[src/rtl/oflow_buffer_read_sequencer.sv]
// oflow_buffer_read_sequencer
//
// Read-side sequencer between the MEM buffer and the PE array. A start pulse
// walks history frames 1..num_hist_frames and issues one row read per cycle
// while output credits allow. Each returned row is split into two PE entries.
// The originating frame index (d_history) is inserted between each entry's
// feature field and its ID field. Entries stream out over valid/ready.
//
// Build option:
//   OFLOW_RD_SEQ_SKID_EN  defined   -> output register + skid register,
//                                      2 credits, 1 row/cycle sustained
//                         undefined -> single output register, 1 credit
//
// Ports:
//   clk, reset_N       clock; synchronous active-high reset (despite the name)
//   start              one-cycle start pulse, ignored while busy
//   num_hist_frames    number of frames to read, latched on start
//   hist_idx           frame currently being fetched (0 when idle)
//   hist_obj_cnt       object count of frame hist_idx (combinational lookup)
//   rd_en/rd_frame/rd_row  buffer read strobe and address
//   rd_data            buffer row, valid one cycle after rd_en
//   pe_valid[1:0]      lane valids, bit1 implies bit0
//   pe_ready           both lanes accepted when pe_valid[0] && pe_ready
//   data_to_pe_0/1     lane payloads {feature, hist, id}
//   busy, done         busy outside idle; done is a one-cycle completion pulse
module oflow_buffer_read_sequencer #(
  parameter int unsigned FEAT_LEN = 142,
  parameter int unsigned ID_LEN   = 12,
  parameter int unsigned HIST_W   = 3,
  parameter int unsigned ROW_W    = 6,
  parameter int unsigned CNT_W    = 7
) (
  input  logic                       clk,
  input  logic                       reset_N,
  input  logic                       start,
  input  logic [HIST_W-1:0]          num_hist_frames,
  output logic [HIST_W-1:0]          hist_idx,
  input  logic [CNT_W-1:0]           hist_obj_cnt,
  output logic                       rd_en,
  output logic [HIST_W-1:0]          rd_frame,
  output logic [ROW_W-1:0]           rd_row,
  input  logic [2*FEAT_LEN-1:0]      rd_data,
  output logic [1:0]                 pe_valid,
  input  logic                       pe_ready,
  output logic [FEAT_LEN+HIST_W-1:0] data_to_pe_0,
  output logic [FEAT_LEN+HIST_W-1:0] data_to_pe_1,
  output logic                       busy,
  output logic                       done
);

  localparam int unsigned PayW = FEAT_LEN + HIST_W;
`ifdef OFLOW_RD_SEQ_SKID_EN
  localparam int unsigned Credits = 2;
`else
  localparam int unsigned Credits = 1;
`endif

  localparam logic [1:0] StIdle  = 2'd0;
  localparam logic [1:0] StFetch = 2'd1;
  localparam logic [1:0] StDrain = 2'd2;
  localparam logic [1:0] StDone  = 2'd3;

  logic [1:0]        state_q, state_d;
  logic [HIST_W-1:0] num_frames_q, num_frames_d;
  logic [HIST_W-1:0] hist_idx_q, hist_idx_d;
  logic [ROW_W-1:0]  row_q, row_d;

  // Read in flight: its frame and whether it is an odd-count final row travel with it.
  logic              inflight_q;
  logic [HIST_W-1:0] inflight_hist_q;
  logic              inflight_half_q;

  logic              out_valid_q, out_valid_d;
  logic              out_half_q, out_half_d;
  logic [PayW-1:0]   out_d0_q, out_d0_d, out_d1_q, out_d1_d;
`ifdef OFLOW_RD_SEQ_SKID_EN
  logic              skid_valid_q, skid_valid_d;
  logic              skid_half_q, skid_half_d;
  logic [PayW-1:0]   skid_d0_q, skid_d0_d, skid_d1_q, skid_d1_d;
`endif

  logic              accept;
  logic [2:0]        committed;
  logic              credit_ok;
  logic              frame_empty;
  logic              last_frame;
  logic [CNT_W-1:0]  last_row;
  logic              row_is_last;
  logic              row_is_half;
  logic [PayW-1:0]   in_d0, in_d1;

  function automatic logic [PayW-1:0] pack_entry(input logic [FEAT_LEN-1:0] entry,
                                                 input logic [HIST_W-1:0]   hist);
    return {entry[FEAT_LEN-1:ID_LEN], hist, entry[ID_LEN-1:0]};
  endfunction

  always_comb begin
    accept = out_valid_q & pe_ready;
    // Rows that will still hold storage after this cycle, including the read in flight.
`ifdef OFLOW_RD_SEQ_SKID_EN
    committed = 3'(out_valid_q) + 3'(skid_valid_q) - 3'(accept) + 3'(inflight_q);
`else
    committed = 3'(out_valid_q) - 3'(accept) + 3'(inflight_q);
`endif
    credit_ok   = committed < 3'(Credits);
    frame_empty = hist_obj_cnt == '0;
    last_frame  = hist_idx_q == num_frames_q;
    last_row    = (hist_obj_cnt - CNT_W'(1)) >> 1;
    row_is_last = CNT_W'(row_q) == last_row;
    row_is_half = row_is_last & hist_obj_cnt[0];
    rd_en       = (state_q == StFetch) & ~frame_empty & credit_ok;
  end

  // Sequencing FSM
  always_comb begin
    state_d      = state_q;
    num_frames_d = num_frames_q;
    hist_idx_d   = hist_idx_q;
    row_d        = row_q;
    case (state_q)
      StIdle: begin
        if (start) begin
          num_frames_d = num_hist_frames;
          hist_idx_d   = HIST_W'(1);
          row_d        = '0;
          state_d      = (num_hist_frames == '0) ? StDone : StFetch;
        end
      end
      StFetch: begin
        if (frame_empty) begin
          if (last_frame) state_d = StDrain;
          else            hist_idx_d = hist_idx_q + HIST_W'(1);
        end else if (rd_en) begin
          if (row_is_last) begin
            row_d = '0;
            if (last_frame) state_d = StDrain;
            else            hist_idx_d = hist_idx_q + HIST_W'(1);
          end else begin
            row_d = row_q + ROW_W'(1);
          end
        end
      end
      StDrain: begin
        // Counting this cycle's accept lets done follow the last accept by one cycle.
        if (committed == '0) state_d = StDone;
      end
      default: begin
        state_d    = StIdle;
        hist_idx_d = '0;
      end
    endcase
  end

  // Output storage: pop on accept, refill from skid first, then from the returning row.
  always_comb begin
    in_d0 = pack_entry(rd_data[2*FEAT_LEN-1:FEAT_LEN], inflight_hist_q);
    in_d1 = inflight_half_q ? '0 : pack_entry(rd_data[FEAT_LEN-1:0], inflight_hist_q);

    out_valid_d = out_valid_q;
    out_half_d  = out_half_q;
    out_d0_d    = out_d0_q;
    out_d1_d    = out_d1_q;
    if (accept) out_valid_d = 1'b0;
`ifdef OFLOW_RD_SEQ_SKID_EN
    skid_valid_d = skid_valid_q;
    skid_half_d  = skid_half_q;
    skid_d0_d    = skid_d0_q;
    skid_d1_d    = skid_d1_q;
    if (accept && skid_valid_q) begin
      out_valid_d  = 1'b1;
      out_half_d   = skid_half_q;
      out_d0_d     = skid_d0_q;
      out_d1_d     = skid_d1_q;
      skid_valid_d = 1'b0;
    end
    if (inflight_q) begin
      if (!out_valid_d) begin
        out_valid_d = 1'b1;
        out_half_d  = inflight_half_q;
        out_d0_d    = in_d0;
        out_d1_d    = in_d1;
      end else begin
        skid_valid_d = 1'b1;
        skid_half_d  = inflight_half_q;
        skid_d0_d    = in_d0;
        skid_d1_d    = in_d1;
      end
    end
`else
    if (inflight_q) begin
      out_valid_d = 1'b1;
      out_half_d  = inflight_half_q;
      out_d0_d    = in_d0;
      out_d1_d    = in_d1;
    end
`endif
  end

  always_ff @(posedge clk) begin
    if (reset_N) begin
      state_q         <= StIdle;
      num_frames_q    <= '0;
      hist_idx_q      <= '0;
      row_q           <= '0;
      inflight_q      <= 1'b0;
      inflight_hist_q <= '0;
      inflight_half_q <= 1'b0;
      out_valid_q     <= 1'b0;
      out_half_q      <= 1'b0;
      out_d0_q        <= '0;
      out_d1_q        <= '0;
`ifdef OFLOW_RD_SEQ_SKID_EN
      skid_valid_q    <= 1'b0;
      skid_half_q     <= 1'b0;
      skid_d0_q       <= '0;
      skid_d1_q       <= '0;
`endif
    end else begin
      state_q         <= state_d;
      num_frames_q    <= num_frames_d;
      hist_idx_q      <= hist_idx_d;
      row_q           <= row_d;
      inflight_q      <= rd_en;
      inflight_hist_q <= hist_idx_q;
      inflight_half_q <= row_is_half;
      out_valid_q     <= out_valid_d;
      out_half_q      <= out_half_d;
      out_d0_q        <= out_d0_d;
      out_d1_q        <= out_d1_d;
`ifdef OFLOW_RD_SEQ_SKID_EN
      skid_valid_q    <= skid_valid_d;
      skid_half_q     <= skid_half_d;
      skid_d0_q       <= skid_d0_d;
      skid_d1_q       <= skid_d1_d;
`endif
    end
  end

  assign hist_idx     = hist_idx_q;
  assign rd_frame     = hist_idx_q;
  assign rd_row       = row_q;
  assign pe_valid     = {out_valid_q & ~out_half_q, out_valid_q};
  assign data_to_pe_0 = out_d0_q;
  assign data_to_pe_1 = out_d1_q;
  assign busy         = state_q != StIdle;
  assign done         = state_q == StDone;

endmodule

[config.mk]
export PLATFORM = sky130hd
export DESIGN_NAME = oflow_buffer_read_sequencer
export DESIGN_NICKNAME = d
export VERILOG_FILES = /design/src/rtl/oflow_buffer_read_sequencer.sv
export SDC_FILE = /design/constraint.sdc
export NUM_CORES = 1
export LEC_CHECK = 0
export BUFFER_PORTS_ARGS = -buffer_cell sky130_fd_sc_hd__clkbuf_2
export CELL_PAD_IN_SITES_DETAIL_PLACEMENT = 1
export CELL_PAD_IN_SITES_GLOBAL_PLACEMENT = 2
export CORE_AREA = 2 2 233 235
export CTS_BUF_LIST = sky130_fd_sc_hd__clkbuf_8
export CTS_CLUSTER_SIZE = 12
export DETAILED_ROUTE_END_ITERATION = 10
export DIE_AREA = 0 0 235 237
export GPL_TIMING_DRIVEN = 0
export PLACE_DENSITY_LB_ADDON = 0.12
export SETUP_SLACK_MARGIN = 0.2
export SYNTH_ARGS = -nofsm -noshare
export SYNTH_HDL_FRONTEND = slang
export SYNTH_SLANG_ARGS = --single-unit
[constraint.sdc]
create_clock -name clk -period 4.8 [get_ports clk]
set_input_delay 0.96 -clock clk [delete_from_list [all_inputs] [get_ports clk]]
set_output_delay 0.96 -clock clk [all_outputs]
set_load 0.02 [all_outputs]
# Word level (Yosys, flattened, before mapping)
# Cells that the tools add are included.
[op_classes]
n_reduce_logical = 11
addsub = 5
n_bitwise = 8
n_eq_ne = 11
magnitude_cmp = 1
n_mux = 22
[op_table]
columns = ["op", "count"]
rows = [
  ["$mux W145", 1],
  ["$mux W6", 4],
  ["$mux W3", 5],
  ["$mux W2", 7],
  ["$pmux W6 S2", 1],
  ["$reduce_and A4 Y1", 3],
  ["$pmux W3 S3", 1],
  ["$ne A2 B2 Y1 const B", 4],
  ["$logic_not A7 Y1", 1],
  ["$sub A7 B1 Y7 const B", 1],
  ["$add A6 B1 Y6 const B", 1],
  ["$eq A6 B6 Y1", 1],
  ["$logic_not A3 Y1", 2],
  ["$ne A3 B3 Y1 const B", 2],
  ["$pmux W2 S3", 1],
  ["$reduce_bool A2 Y1", 3],
  ["$and A1 B1 Y1", 5],
  ["$eq A2 B2 Y1 const B", 2],
  ["$add A2 B2 Y3", 1],
  ["$add A3 B1 Y3 const B", 1],
  ["$eq A3 B3 Y1", 1],
  ["$lt A3 B1 Y1 const B", 1],
  ["$not A1 Y1", 3],
  ["$eq A2 B1 Y1 const B", 1],
  ["4 further kinds", 5],
]
[word_totals]
output_inout_bits = 307
word_cells = 69
ff_bits = 311
input_bits = 298

# Longest topological paths before layout
[logic_depth]
ltp_word = 8
mapped_depth = 10
ltp_nobuf = 10

# Least setup slack after synthesis
# Ideal clock, no wire load.
[synth_path]
path_type = "input to register"
from = "input hist_obj_cnt[0]"
to = "register state_q[0]"
t_arrival_ns = 2.744
t_required_ns = 4.714
setup_ns = 0.086
setup_slack_ns = 1.971
n_path_buf = 0
stages = 8
cell_sequence = "inv_1 ha_1 nand2b_1 or3b_1 a311oi_2 a31oi_1 or3_4 a211oi_1"
[synth_between]
elab_chain_cells = 6
elab_cells_between_ends = 11
cone_classes = "1 x add/sub; 3 x eq/ne; 2 x mux; 3 x bitwise; 2 x reduce/logical"
[synth_rtl]
columns = ["element", "line_no", "rtl"]
rows = [
  ["start, declared", "38", "input logic [CNT_W-1:0] hist_obj_cnt,"],
  ["parallel branches: the longest is 6 deep, another holds $sub A7 B1 Y7", "--", ""],
  ["end signal, assigned", "201", "state_q <= StIdle;"],
  ["end signal, assigned", "219", "state_q <= state_d;"],
  ["end, declared", "63", "logic [1:0] state_q, state_d;"],
]
# Parallel ways; which one is timed is not known.
# A chain may end at the register's enable or synchronous reset.

==> flow_summary.yaml <==
logic_synthesis:
  synthSimpleGateAreaFrac_pct: 20.2
  synth_enable_flop_cells: 0
  synth.lib_cells_used.distinct: 43
  yosys_warnings: 0
  synth_xor_area_share_pct: 1.05
  synthesis.area_per_instance_sq_um: 9.26
  synth.yosys.seq_area_share_pct: 53.5
  yosys_top_cell_area_share_pct: 53.5
  synth-adder-area-share_pct: 1.18
  count_of_mapped_cells_out_of_synthesis: 1257
  yosys_most_used_dff: "sky130_fd_sc_hd__dfxtp_1"
  synth.ff_latch_count: 311
  synth_top_cells_by_area: "sky130_fd_sc_hd__dfxtp_1 (53%), sky130_fd_sc_hd__mux2i_1 (13%), sky130_fd_sc_hd__nor2_1 (9.7%), sky130_fd_sc_hd__nor2b_1 (8.2%), sky130_fd_sc_hd__a21oi_1 (6.6%)"
  synthesized_area_fraction_occupied_by_ao_oa_aoi_and_oai_cells_pct: 8.09
  ys_async_sr_fraction_pct: 0
  synth_top_family_by_area: "simple AND/OR/NAND/NOR gates"
  synthDominantAreaCellType: "sky130_fd_sc_hd__dfxtp_1"
  synth_area_sq_mm: 0.0116
  synthMuxAreaShare_pct: 12.7
  syn-num-nets: 1566
worst_setup_path:
  cp_cell_sequence: "clkbuf_1 -> clkbuf_1 -> buf_1 -> mux2i_1 -> nor2_1"
  crit_fanout: 10
  worst_path_max_delay_cell: "sky130_fd_sc_hd__buf_1"
  worst-setup-path-type: "reg2reg"
  crit_path_max_incr_delay_ns: 0.81
  endpoint_kind: "register"
  worst_setup_path_start_kind: "register"
  crit_arrival_ns: 3.64
  cp_data_required_time_ns: 5.31
  worstRegToRegCells: 5
  timing.critical_path.mode_cell: "sky130_fd_sc_hd__clkbuf_1"
  r2r-end: "data_to_pe_0[142]"
  critical_path.reg2reg.startpoint: "inflight_q"
  reg2reg_setup_slack_ns: 1.67
layout:
  mostFrequentLayoutCell: "sky130_fd_sc_hd__clkbuf_2"
  finish.utilization_pct: 31.3
  final-instance-count-excl-fill: 2659
  final_cell_mix: "sky130_fd_sc_hd__clkbuf_2 (603), sky130_fd_sc_hd__dfxtp_1 (311), sky130_fd_sc_hd__nor2_1 (302), sky130_fd_sc_hd__nor2b_1 (153), sky130_fd_sc_hd__a21oi_1 (153)"
  nFillCells: 6443
  final_net_count: 2230
  final_layout_size_suffix_gt1_share_pct: 35.3
  syn_to_final_growth_pct: 43.1
  design_area_sq_mm: 0.0167
power_and_ir_drop:
  power.density_mw_per_mm2: 414
  vdd.ir_drop.worst_mv: 0.177
  fin_total_pwr_mw: 6.90
  cellLeakagePower_nw: 7.75
drt:
  vias_after_detailed_routing: 11200
  drc_errors: 0
  drt_iter0_drc: 243
  detail-route-antenna-nets: 0
  routed_wirelength_um: 51800
  drt-pass1-iter-count: 4
  dr_vias_cell: 4.20
  post_drt_wl_per_cell_um: 19.5
sta:
  finalHoldViolations: 0
  achievable-frequency_mhz: 320
  slew_viol_final: 0
  fin_worst_hold_slack_ns: 0.472
  timing.final.crit_share_pct: 65.1
  setup_viol: 0
  slew_headroom_pct: 33.5
  post-route-min-period_ns: 3.13
  worst_pin_slew_ns: 0.997
  fin_skew_ns: 0.00908
  totalNegativeSetupSlack_ns: 0
  setup_slack_of_the_critical_path_after_layout_ns: 1.67
  rsz0062_at_grt: "no"
clocking:
  clk_latency_ns: 0.64
  ctsResizeCount: 0
  tritoncts_num_sinks: 311
  numCtsBuffers: 59
  post_cts.repair.setup_buffers: 0
  ctsHoldBuffers: 0
  htreeDepth: 2
  cts_tree: "done"
  clk_root_buffer_cell: "sky130_fd_sc_hd__clkbuf_8"
  cts.clk_slew.worst_paths_ns: 0.06
  cts.path.max_buffers: 3
run:
  drv_cap: 0
floorplanning:
  die-width_um: 235
  core-area_sq_mm: 0.0533
  io_pins: 605
  die_area_sq_mm: 0.0557
  starting_density_of_the_core_pct: 21.9
  floorplan.die.height_um: 237
  num_rows: 85
global_routing:
  grt_max_degree: 16
  grt_first_pass_wirelength_um: 75200
  number_of_global_route_vias_before_repair: 11600
  antenna_found_initial: 8
  overall_global_routing_usage_pct: 17.9
  globalRoute.totalOverflow: 0
placed_design:
  dp.final_hpwl_um: 40700
  placed_cells_incl_taps: 2556
  gp_congestion: 0.770
  placement.io_buffers: 603
  placedInstanceArea_sq_mm: 0.0155
  pre_cts_ws_ns: 1.31
min_path:
  whs_path_depth: 2
  whs_endpoint: "num_frames_q[1]"
  min-delay-path-class: "reg2reg"
  min_from: "num_frames_q[1]"
outcome:
  outcome: "completed"
[registers in the layout, summed over array words and instances, names as in the netlist]
signal / cells
hist_idx: 3
data_to_pe_1: 145
inflight_q: 1
out_half_q: 1
rd_row: 6
state_q: 2
data_to_pe_0: 145
inflight_hist_q: 3
num_frames_q: 3
inflight_half_q: 1
out_valid_q: 1
[how the worst max path moves through the flow]
stage / from / end / slack [ns] / cells past startpoint
finish: inflight_q / data_to_pe_0[142] / 1.67 / 5
global route: inflight_q / data_to_pe_0[143] / 1.31 / 5
CTS: inflight_q / data_to_pe_0[0] / 1.31 / 5
detailed placement: inflight_q / data_to_pe_0[0] / 1.31 / 5
global placement: inflight_q / data_to_pe_0[142] / 1.39 / 5
floorplan: hist_obj_cnt[0] / state_q[0] / 1.97 / 8
[critical path, delay by kind of cell, from the launching register on]
kind | cells | cell delay (ns)
AND/OR/NAND/NOR | 1 | 0.06
multiplexers | 1 | 0.28
buffers and inverters | 3 | 2.18
flip-flops | 1 | 0.46
[area by class of cell]
type,count,area [sq um],share of cell area [%]
sequential,311,6230,37.4
multi-input combinational,849,5040,30.2
timing repair buffer,603,3020,18.1
clock buffer,74,1020,6.11
tap,696,871,5.23
buffer,88,345,2.07
clock inverter,25,104,0.623
inverter,9,33.8,0.203
antenna,4,10.0,0.0601
[routing by layer]
metal / up-vias / share of wire [%] / wire length (um) / GRT usage, %
li1: 5449 / - / - / -
met1: 5245 / 39 / 20000 / 19.5
met2: 385 / 51 / 26200 / 31.9
met3: 79 / 8.7 / 4490 / 7.18
met4: 8 / 2.1 / 1090 / 5.20
met5: - / 0.11 / 55 / 0
[cell families after synthesis]
kind of cell               count (synthesis)
buffers and inverters                     97
and+or+nand+nor                          499
muxes                                    148
adders and majority gates                 11
other                                      1
xor gates and xnor gates                  14
DFF                                      311
AOI/OAI and AO/OA                        176
[where the power goes]
group	switching, mW	total [mW]	leakage [nW]	internal (mW)
Clock	1.16	2.52	0.658	1.36
Sequential	0.116	2.88	2.51	2.77
Combinational	0.935	1.49	4.58	0.558
[cell usage after synthesis (3+ instances only)]
master                     count
sky130_fd_sc_hd__o21ai_0       7
sky130_fd_sc_hd__clkbuf_1     64
sky130_fd_sc_hd__nand2b_1      5
sky130_fd_sc_hd__nor2b_1     153
sky130_fd_sc_hd__inv_1         9
sky130_fd_sc_hd__mux2i_1     148
sky130_fd_sc_hd__nor2_1      302
sky130_fd_sc_hd__nand2_1      12
sky130_fd_sc_hd__a211oi_1      3
sky130_fd_sc_hd__or3_1         3
sky130_fd_sc_hd__buf_1        20
sky130_fd_sc_hd__dfxtp_1     311
sky130_fd_sc_hd__a21oi_1     153
sky130_fd_sc_hd__ha_1         11
sky130_fd_sc_hd__xor2_1        5
sky130_fd_sc_hd__xnor2_1       9
sky130_fd_sc_hd__nand3_1       5
sky130_fd_sc_hd__and2_1        3
sky130_fd_sc_hd__buf_4         4
Power figures use the tool's default switching activity.
